## config.mk

```make
export PLATFORM = sky130hd
export DESIGN_NAME = rf_port_sched
export DESIGN_NICKNAME = d
export VERILOG_FILES = /design/src/rtl/rf_pkg.sv /design/src/rtl/rf_op_buf.sv /design/src/rtl/rf_port_sched.sv
export SDC_FILE = /design/constraint.sdc
export NUM_CORES = 1
export LEC_CHECK = 0
export BUFFER_PORTS_ARGS = -buffer_cell sky130_fd_sc_hd__buf_2
export CAP_MARGIN = 20
export CELL_PAD_IN_SITES_DETAIL_PLACEMENT = 0
export CELL_PAD_IN_SITES_GLOBAL_PLACEMENT = 1
export CORE_AREA = 3 3 121 123
export CTS_BUF_LIST = sky130_fd_sc_hd__clkbuf_16
export DETAILED_ROUTE_END_ITERATION = 10
export DIE_AREA = 0 0 124 126
export GPL_TIMING_DRIVEN = 1
export PLACE_DENSITY_LB_ADDON = 0.05
export SYNTH_ARGS = -nofsm -noshare
export SYNTH_HDL_FRONTEND = slang
export SYNTH_SLANG_ARGS = --single-unit
export TNS_END_PERCENT = 20
```

## constraint.sdc

```tcl
create_clock -name clk -period 3.4 [get_ports clk]
set_input_delay 0.34 -clock clk [delete_from_list [all_inputs] [get_ports clk]]
set_output_delay 0.34 -clock clk [all_outputs]
set_load 0.02 [all_outputs]
```

## src/rtl/rf_pkg.sv

```systemverilog
// rf_pkg: shared widths, operand-buffer state encoding and burst default for the register-file port scheduler
package rf_pkg;
  localparam int XLEN = 32;
  localparam int REG_ADDR_W = 5;
  localparam int WR_BURST_MAX_DEF = 4;
  typedef enum logic {OB_EMPTY, OB_FULL} ob_state_t;
endpackage

```

## src/rtl/rf_op_buf.sv

```systemverilog
// rf_op_buf: single-entry operand buffer between the register file and execute
// Ports:
//   clk, reset (async, active-low)
//   load            - capture d_rs1/d_rs2 this cycle (a read was granted)
//   op_ready        - execute consumes the buffered operands
//   d_rs1, d_rs2    - operand data to capture
//   op_valid        - buffer holds operands (state FULL)
//   op_rs1, op_rs2  - buffered operands, held while op_valid && !op_ready
module rf_op_buf
  import rf_pkg::*;
(
  input  logic            clk,
  input  logic            reset,
  input  logic            load,
  input  logic            op_ready,
  input  logic [XLEN-1:0] d_rs1,
  input  logic [XLEN-1:0] d_rs2,
  output logic            op_valid,
  output logic [XLEN-1:0] op_rs1,
  output logic [XLEN-1:0] op_rs2
);
  ob_state_t state, state_nxt;
  always_ff @(posedge clk or negedge reset)
    if (!reset) state <= OB_EMPTY;
    else state <= state_nxt;
  always_ff @(posedge clk or negedge reset)
    if (!reset) begin
      op_rs1 <= '0;
      op_rs2 <= '0;
    end else if (load) begin
      op_rs1 <= d_rs1;
      op_rs2 <= d_rs2;
    end
  // A load is only offered when EMPTY or FULL-and-draining, so it always lands in FULL.
  always_comb begin
    state_nxt = state;
    state_nxt = load ? OB_FULL : (state == OB_FULL && op_ready) ? OB_EMPTY : state;
  end
  assign op_valid = state == OB_FULL;
endmodule

```

## src/rtl/rf_port_sched.sv

```systemverilog
// rf_port_sched: arbitrates one register-file port between writeback and decode operand reads
// Ports:
//   clk, reset (async, active-low)
//   dec_*    - decode operand-read request (valid/ready, source addresses, source-use flags)
//   wb_*     - writeback request (valid/ready, destination, data)
//   rs1_addr, rs2_addr, read_rs1, read_rs2, rs1, rs2 - register-file read side
//   rd, rd_data, rd_write                            - register-file write side
//   op_valid, op_ready, op_rs1, op_rs2               - operands to execute
// Parameter WR_BURST_MAX: consecutive write grants tolerated while a grantable read waits.
// Optional macro RF_BYPASS_EN: a read whose used sources all match the write destination
// completes in the write cycle, taking wb_data directly.
module rf_port_sched
  import rf_pkg::*;
#(
  parameter int WR_BURST_MAX = WR_BURST_MAX_DEF
) (
  input  logic                  clk,
  input  logic                  reset,
  input  logic                  dec_valid,
  output logic                  dec_ready,
  input  logic [REG_ADDR_W-1:0] dec_rs1_addr,
  input  logic [REG_ADDR_W-1:0] dec_rs2_addr,
  input  logic                  dec_use_rs1,
  input  logic                  dec_use_rs2,
  input  logic                  wb_valid,
  output logic                  wb_ready,
  input  logic [REG_ADDR_W-1:0] wb_rd,
  input  logic signed [XLEN-1:0] wb_data,
  output logic [XLEN-1:0]       rs1_addr,
  output logic [XLEN-1:0]       rs2_addr,
  output logic [XLEN-1:0]       rd,
  output logic signed [XLEN-1:0] rd_data,
  output logic                  rd_write,
  output logic                  read_rs1,
  output logic                  read_rs2,
  input  logic [XLEN-1:0]       rs1,
  input  logic [XLEN-1:0]       rs2,
  output logic                  op_valid,
  input  logic                  op_ready,
  output logic [XLEN-1:0]       op_rs1,
  output logic [XLEN-1:0]       op_rs2
);
  localparam logic [3:0] BMAX = 4'(WR_BURST_MAX);
  logic [3:0] burst_cnt;
  logic gok, rd_pend, starve, wr_gnt, rd_gnt, byp, load;
  logic [XLEN-1:0] d_rs1, d_rs2;
  // Reset gates every grant so requesters see ready low for the whole reset.
  assign gok = !op_valid || op_ready;
  assign rd_pend = reset && dec_valid && gok;
  assign starve = rd_pend && burst_cnt == BMAX;
  assign wr_gnt = reset && wb_valid && !starve;
  assign rd_gnt = rd_pend && !wr_gnt;
`ifdef RF_BYPASS_EN
  assign byp = wr_gnt && rd_pend && wb_rd != '0 &&
               (!dec_use_rs1 || dec_rs1_addr == wb_rd) &&
               (!dec_use_rs2 || dec_rs2_addr == wb_rd);
  assign d_rs1 = !dec_use_rs1 ? '0 : byp ? wb_data : rs1;
  assign d_rs2 = !dec_use_rs2 ? '0 : byp ? wb_data : rs2;
`else
  assign byp = 1'b0;
  assign d_rs1 = dec_use_rs1 ? rs1 : '0;
  assign d_rs2 = dec_use_rs2 ? rs2 : '0;
`endif
  assign load = rd_gnt || byp;
  always_comb begin
    dec_ready = load;
    wb_ready  = wr_gnt;
    read_rs1  = rd_gnt && dec_use_rs1;
    read_rs2  = rd_gnt && dec_use_rs2;
    rs1_addr  = rd_gnt ? XLEN'(dec_rs1_addr) : '0;
    rs2_addr  = rd_gnt ? XLEN'(dec_rs2_addr) : '0;
    rd        = wr_gnt ? XLEN'(wb_rd) : '0;
    rd_data   = wr_gnt ? wb_data : '0;
    rd_write  = wr_gnt && wb_rd != '0;
  end
  // Counts writes that overtook a grantable read; reaching BMAX hands the next slot to the read.
  always_ff @(posedge clk or negedge reset)
    if (!reset) burst_cnt <= '0;
    else if (!dec_valid || dec_ready) burst_cnt <= '0;
    else if (wr_gnt && rd_pend && burst_cnt != BMAX) burst_cnt <= burst_cnt + 4'd1;
  rf_op_buf u_op_buf (
    .clk      (clk),
    .reset    (reset),
    .load     (load),
    .op_ready (op_ready),
    .d_rs1    (d_rs1),
    .d_rs2    (d_rs2),
    .op_valid (op_valid),
    .op_rs1   (op_rs1),
    .op_rs2   (op_rs2)
  );
endmodule

```

Word-level counts from Yosys, hierarchy flattened. Index checks and enable logic that the tools add are counted.

Word-level logic and storage cells: 38. Register bits: 69. Input bits: 118. Output and inout port bits: 198.

$add $sub $neg: 1. Reduce and logical (&&, ||, !) cells: 21. Multiplexer cells: 10. Eq/ne operators: 2.

Operators with widths (count): two-way mux 32 bit (3); two-way mux 5 bit (3); logical AND 1 bit (12); two-way mux 4 bit (2); nonzero test 5 bit (1); adder 4 x 1 -> 4 bit (second input constant) (1); equality test 4 x 3 -> 1 bit (second input constant) (1); logical NOT 1 bit (4); inequality test 4 x 3 -> 1 bit (second input constant) (1); nonzero test 2 bit (2); logical OR 1 bit (2); two-way mux 1 bit (2).

Logic depth before layout (Yosys ltp).
Depth after elaboration: 10. Gate-level depth with buffers: 9.

Cells and area by module. Synthesis repeated with hierarchy kept, for this count alone.

Cell total of the unflattened synthesis: 377. Area, all modules: 4304.1 um^2.

Modules (own cells, without submodules): rf_op_buf (cells each 138, instances 1, area each 2615.0 um^2); rf_port_sched (cells each 239, instances 1, area each 1689.1 um^2).

Worst setup path after synthesis. Ideal clock, no wire load.

Kind: register -> output. Start: register burst_cnt[0]. End: output read_rs1. Path slack: 1.428 ns. Cell stages (with the launch flop): 9. Data arrival time: 1.632 ns. Path buffers: 2. Cells stage by stage: dfrtp_1 > inv_1 > ha_1 > and3b_1 > o2111ai_2 > buf_6 > inv_2 > buf_2 > and2_1.

Cells in the longest elaborated chain, start to end: 7.

RTL lines: start: declaration (line rf_port_sched.sv:44) `logic [3:0] burst_cnt;`; start signal: assignment (line rf_port_sched.sv:80) `else if (wr_gnt && rd_pend && burst_cnt != BMAX) burst_cnt <= burst_cnt + 4'd1;`; equality test 4 x 3 -> 1 bit (line rf_port_sched.sv:50) `assign starve = rd_pend && burst_cnt == BMAX;`; logical AND 1 bit (line rf_port_sched.sv:50); logical NOT 1 bit (line rf_port_sched.sv:51) `assign wr_gnt = reset && wb_valid && !starve;`; logical AND 1 bit (line rf_port_sched.sv:51); logical NOT 1 bit (line rf_port_sched.sv:52) `assign rd_gnt = rd_pend && !wr_gnt;`; logical AND 1 bit (line rf_port_sched.sv:52); net dec_ready (line rf_port_sched.sv:20) `output logic dec_ready,`; logical AND 1 bit (line rf_port_sched.sv:68) `read_rs1 = rd_gnt && dec_use_rs1;`; end: declaration (line rf_port_sched.sv:34) `output logic read_rs1,`.

The timed path passes the listed nets, and every way through them passes these cells.

Worst setup path in the final report.
Start: input reset. End: output rd_data[2].

Cells in the longest elaborated chain, start to end: 6. Elaborated cells on any way between the ends: 7.

RTL lines: start: declaration (line rf_port_sched.sv:18) `input logic reset,`; logical AND 1 bit (2 in a row) (line rf_port_sched.sv:49) `assign rd_pend = reset && dec_valid && gok;`; logical AND 1 bit (line rf_port_sched.sv:50); logical NOT 1 bit (line rf_port_sched.sv:51); logical AND 1 bit (*) (line rf_port_sched.sv:51); two-way mux 32 bit (*) (line rf_port_sched.sv:73) `rd_data = wr_gnt ? wb_data : '0;`; end: declaration (line rf_port_sched.sv:32) `output logic signed [XLEN-1:0] rd_data,`.

Mark *: on every way between the ends. The rest lies on a longest branch, timed or not.

==> metrics.yaml <==
logic_synthesis:
  ys_async_sr_fraction_pct: 100
  synthTopCellsByCount: "nand2_1, buf_4, dfrtp_1"
  yosysTopAreaCellShare_pct: 45.5
  synth_edf_count: 0
  ys_seq_area_share_pct: 45.5
  yosysTopAreaCell: "dfrtp_1"
  synth_most_common_cell: "nand2_1"
  synthTopCellsByArea: "dfrtp_1, buf_4, nand2_1, and2_1, o21ai_0"
  ys_ff_latch: 69
  syn-cell-area_um2: 3790
  synth_ff_type: "dfrtp_1"
  syn_area_per_cell_um2: 8.37
  synth_cells: 453
  yosysUniqueCellTypes: 26
  ys_warn_count: 0
final_layout:
  instances_no_fill: 859
  postLayoutCellArea_um2: 5140
  drive_gt1_share_pct: 37.8
  syn_to_final_growth_pct: 35.5
  fin_nets: 794
placed_design:
  dp_slack_ns: 1.06
  dp.cells: 842
  place_area_um2: 4790
  port_buffers: 234
  dp_hpwl_um: 8590
  gp_congestion: 0.687
floorplanning:
  fp.dieH_um: 126
  die_area_um2: 15600
  start_util_pct: 27.5
  die_w_um: 124
  placeableCoreArea_um2: 13800
  ios: 316
  row_count: 43
clock_tree:
  insertion_delay_ns: 0.33
  cts_max_level: 3
  cts_setup_buffers: 0
  cts_inserted_buffers: 9
  cts_root_buffer: "clkbuf_16"
  cts.sinks: 69
  clockBufferDepth: 2
  cts_tree: "built"
  clkTransAtPathRegs_ns: 0.06
setup_path:
  worst_r2r_endpoint: "u_op_buf.op_rs2[21]"
  worstSetupStartpointType: "input pin"
  r2r_slack_ns: 1.49
  required_ns: 3.06
  worstPathMaxFanout: 39
  cp-end-kind: "output port"
  cp.arrival_ns: 2.27
  rr_worst_depth: 6
  critPathKind: "input pin to output port"
  reg2reg_from: "burst_cnt[0]"
global_route:
  grt_pass1_wl_um: 16400
  grt-ovfl-total: 0
  grt_pass1_vias: 3141
  grtUsageTotal_pct: 13.7
  grt_max_degree: 130
  antenna_found_initial: 1
detailed_routing:
  top_layer: "met4"
  dr_wl_met2_um: 5790
  drtIter0Drc: 103
  via_count: 3373
  routed-wl-met3_um: 970
  wl_per_cell_um: 13.0
  via_per_inst: 3.93
  drt_wl_total_um: 11200
  postRouteAntennaNets: 0
  post-route-drc-count: 0
  firstDrtPassIters: 4
  met1_length_um: 4280
pwr:
  powerDensity_nw_per_um2: 526
  leakagePower_nw: 2.97
  max-vdd-ir-drop_uv: 198
sta:
  rsz0062_at_grt: "false"
  finClkSkew_ns: 0.00801
  hold_violations: 0
  setup_viol: 0
  worst-slew-pin-transition_ns: 0.636
  final.min_clock_period_ns: 2.61
  setup_slack_ns: 0.786
  setup-tns-final_ns: 0
  relSlewSlack_pct: 57.6
  final.period_utilization_pct: 76.9
  fmax_mhz: 383
  drv_slew: 0
outcome:
  outcome: "complete, no violations"
worst_hold_path:
  hp-class: "input pin to flop"
  min-delay-start: "rs1[19]"
  hold_end: "u_op_buf.op_rs1[19]"
  min_path_cells: 3
run:
  drv_cap: 0
## where the power goes
group | total [mW] | switching, mW | internal, mW
Clock | 1.06 | 0.349 | 0.713
Sequential | 0.987 | 0.0559 | 0.932
Combinational | 0.655 | 0.452 | 0.203
Total | 2.70 | 0.857 | 1.85
## worst max-delay path, stage by stage
cell and delay, ns:
dlygate4sd3_1 0.53, buf_4 0.32, nand2_1 0.25, a21oi_1 0.17
buf_4 0.30, and2_1 0.17, buf_2 0.16
## per-layer routing
metal | up-vias | GRT usage, %
li1 | 1705 | -
met1 | 1486 | 15.7
met2 | 174 | 24.5
met3 | 8 | 3.95
met4 | 0 | 4.25
met5 | - | 0
## what timing repair did
item / in CTS / in global routing
gates resized for setup: 0 / 0
hold buffers: 1 / 0
hold endpoints to repair: 21 / 0
## cells by family (layout without fill, tap and decap cells)
family                   count (synthesis)  count (layout)  share of synthesized area, %
AND/OR/NAND/NOR                        196             196                          23.5
buffers and inverters                  113             258                          20.3
AO/OA/AOI/OAI                           72              72                          9.96
flip-flops                              69              69                          45.5
adder cells (fa/ha/maj)                  2               2                         0.660
other                                    1              82                        0.0988
## cell type report
type,count,area [um^2]
antenna,1,2.50
tap,180,225
multi-input combinational,351,1610
inverter,5,18.8
fill,1504,8630
clock buffer,9,225
timing repair buffer,238,1220
clock inverter,6,111
sequential,69,1730
## how the worst max path moves through the flow
| stage | startpoint | end | slack, ns |
|---|---|---|---|
| floorplan | burst_cnt[0] | read_rs1 | 1.43 |
| global placement | reset | burst_cnt[2] | 1.12 |
| detailed placement | reset | burst_cnt[2] | 1.06 |
| CTS | reset | read_rs2 | 0.72 |
| global route | reset | rd_data[22] | 0.56 |
| finish | reset | rd_data[2] | 0.79 |
## per-stage QoR
stage	power [mW]	hold slack, ns	utilization, %
after floorplan	1.47	0.0444	-
after global placement	1.66	0.276	34.8
after detailed placement	1.67	0.280	34.8
after CTS	2.76	0.223	37.3
after global routing	2.87	0.245	37.3
final	2.70	0.243	37.3
## state kept, by name, indices dropped and copies added, names as in the netlist
register and count:
burst_cnt 4, u_op_buf.op_rs1 32, u_op_buf.op_rs2 32, u_op_buf.op_valid 1
## cell usage in the layout (no fill, tap or decap), types with 2 or more instances in the layout
cell type	Yosys	final
buf_4	82	3
bufinv_16	0	3
nand3_1	6	6
nand2_1	133	133
conb_1	1	81
o21ai_1	8	8
nor2_1	2	2
or4_1	2	2
dfrtp_1	69	69
buf_2	8	233
ha_1	2	2
clkbuf_16	0	9
o21ai_0	56	56
a21oi_1	4	4
and2_1	49	49
inv_1	4	4
Power figures use the tool's default switching activity.
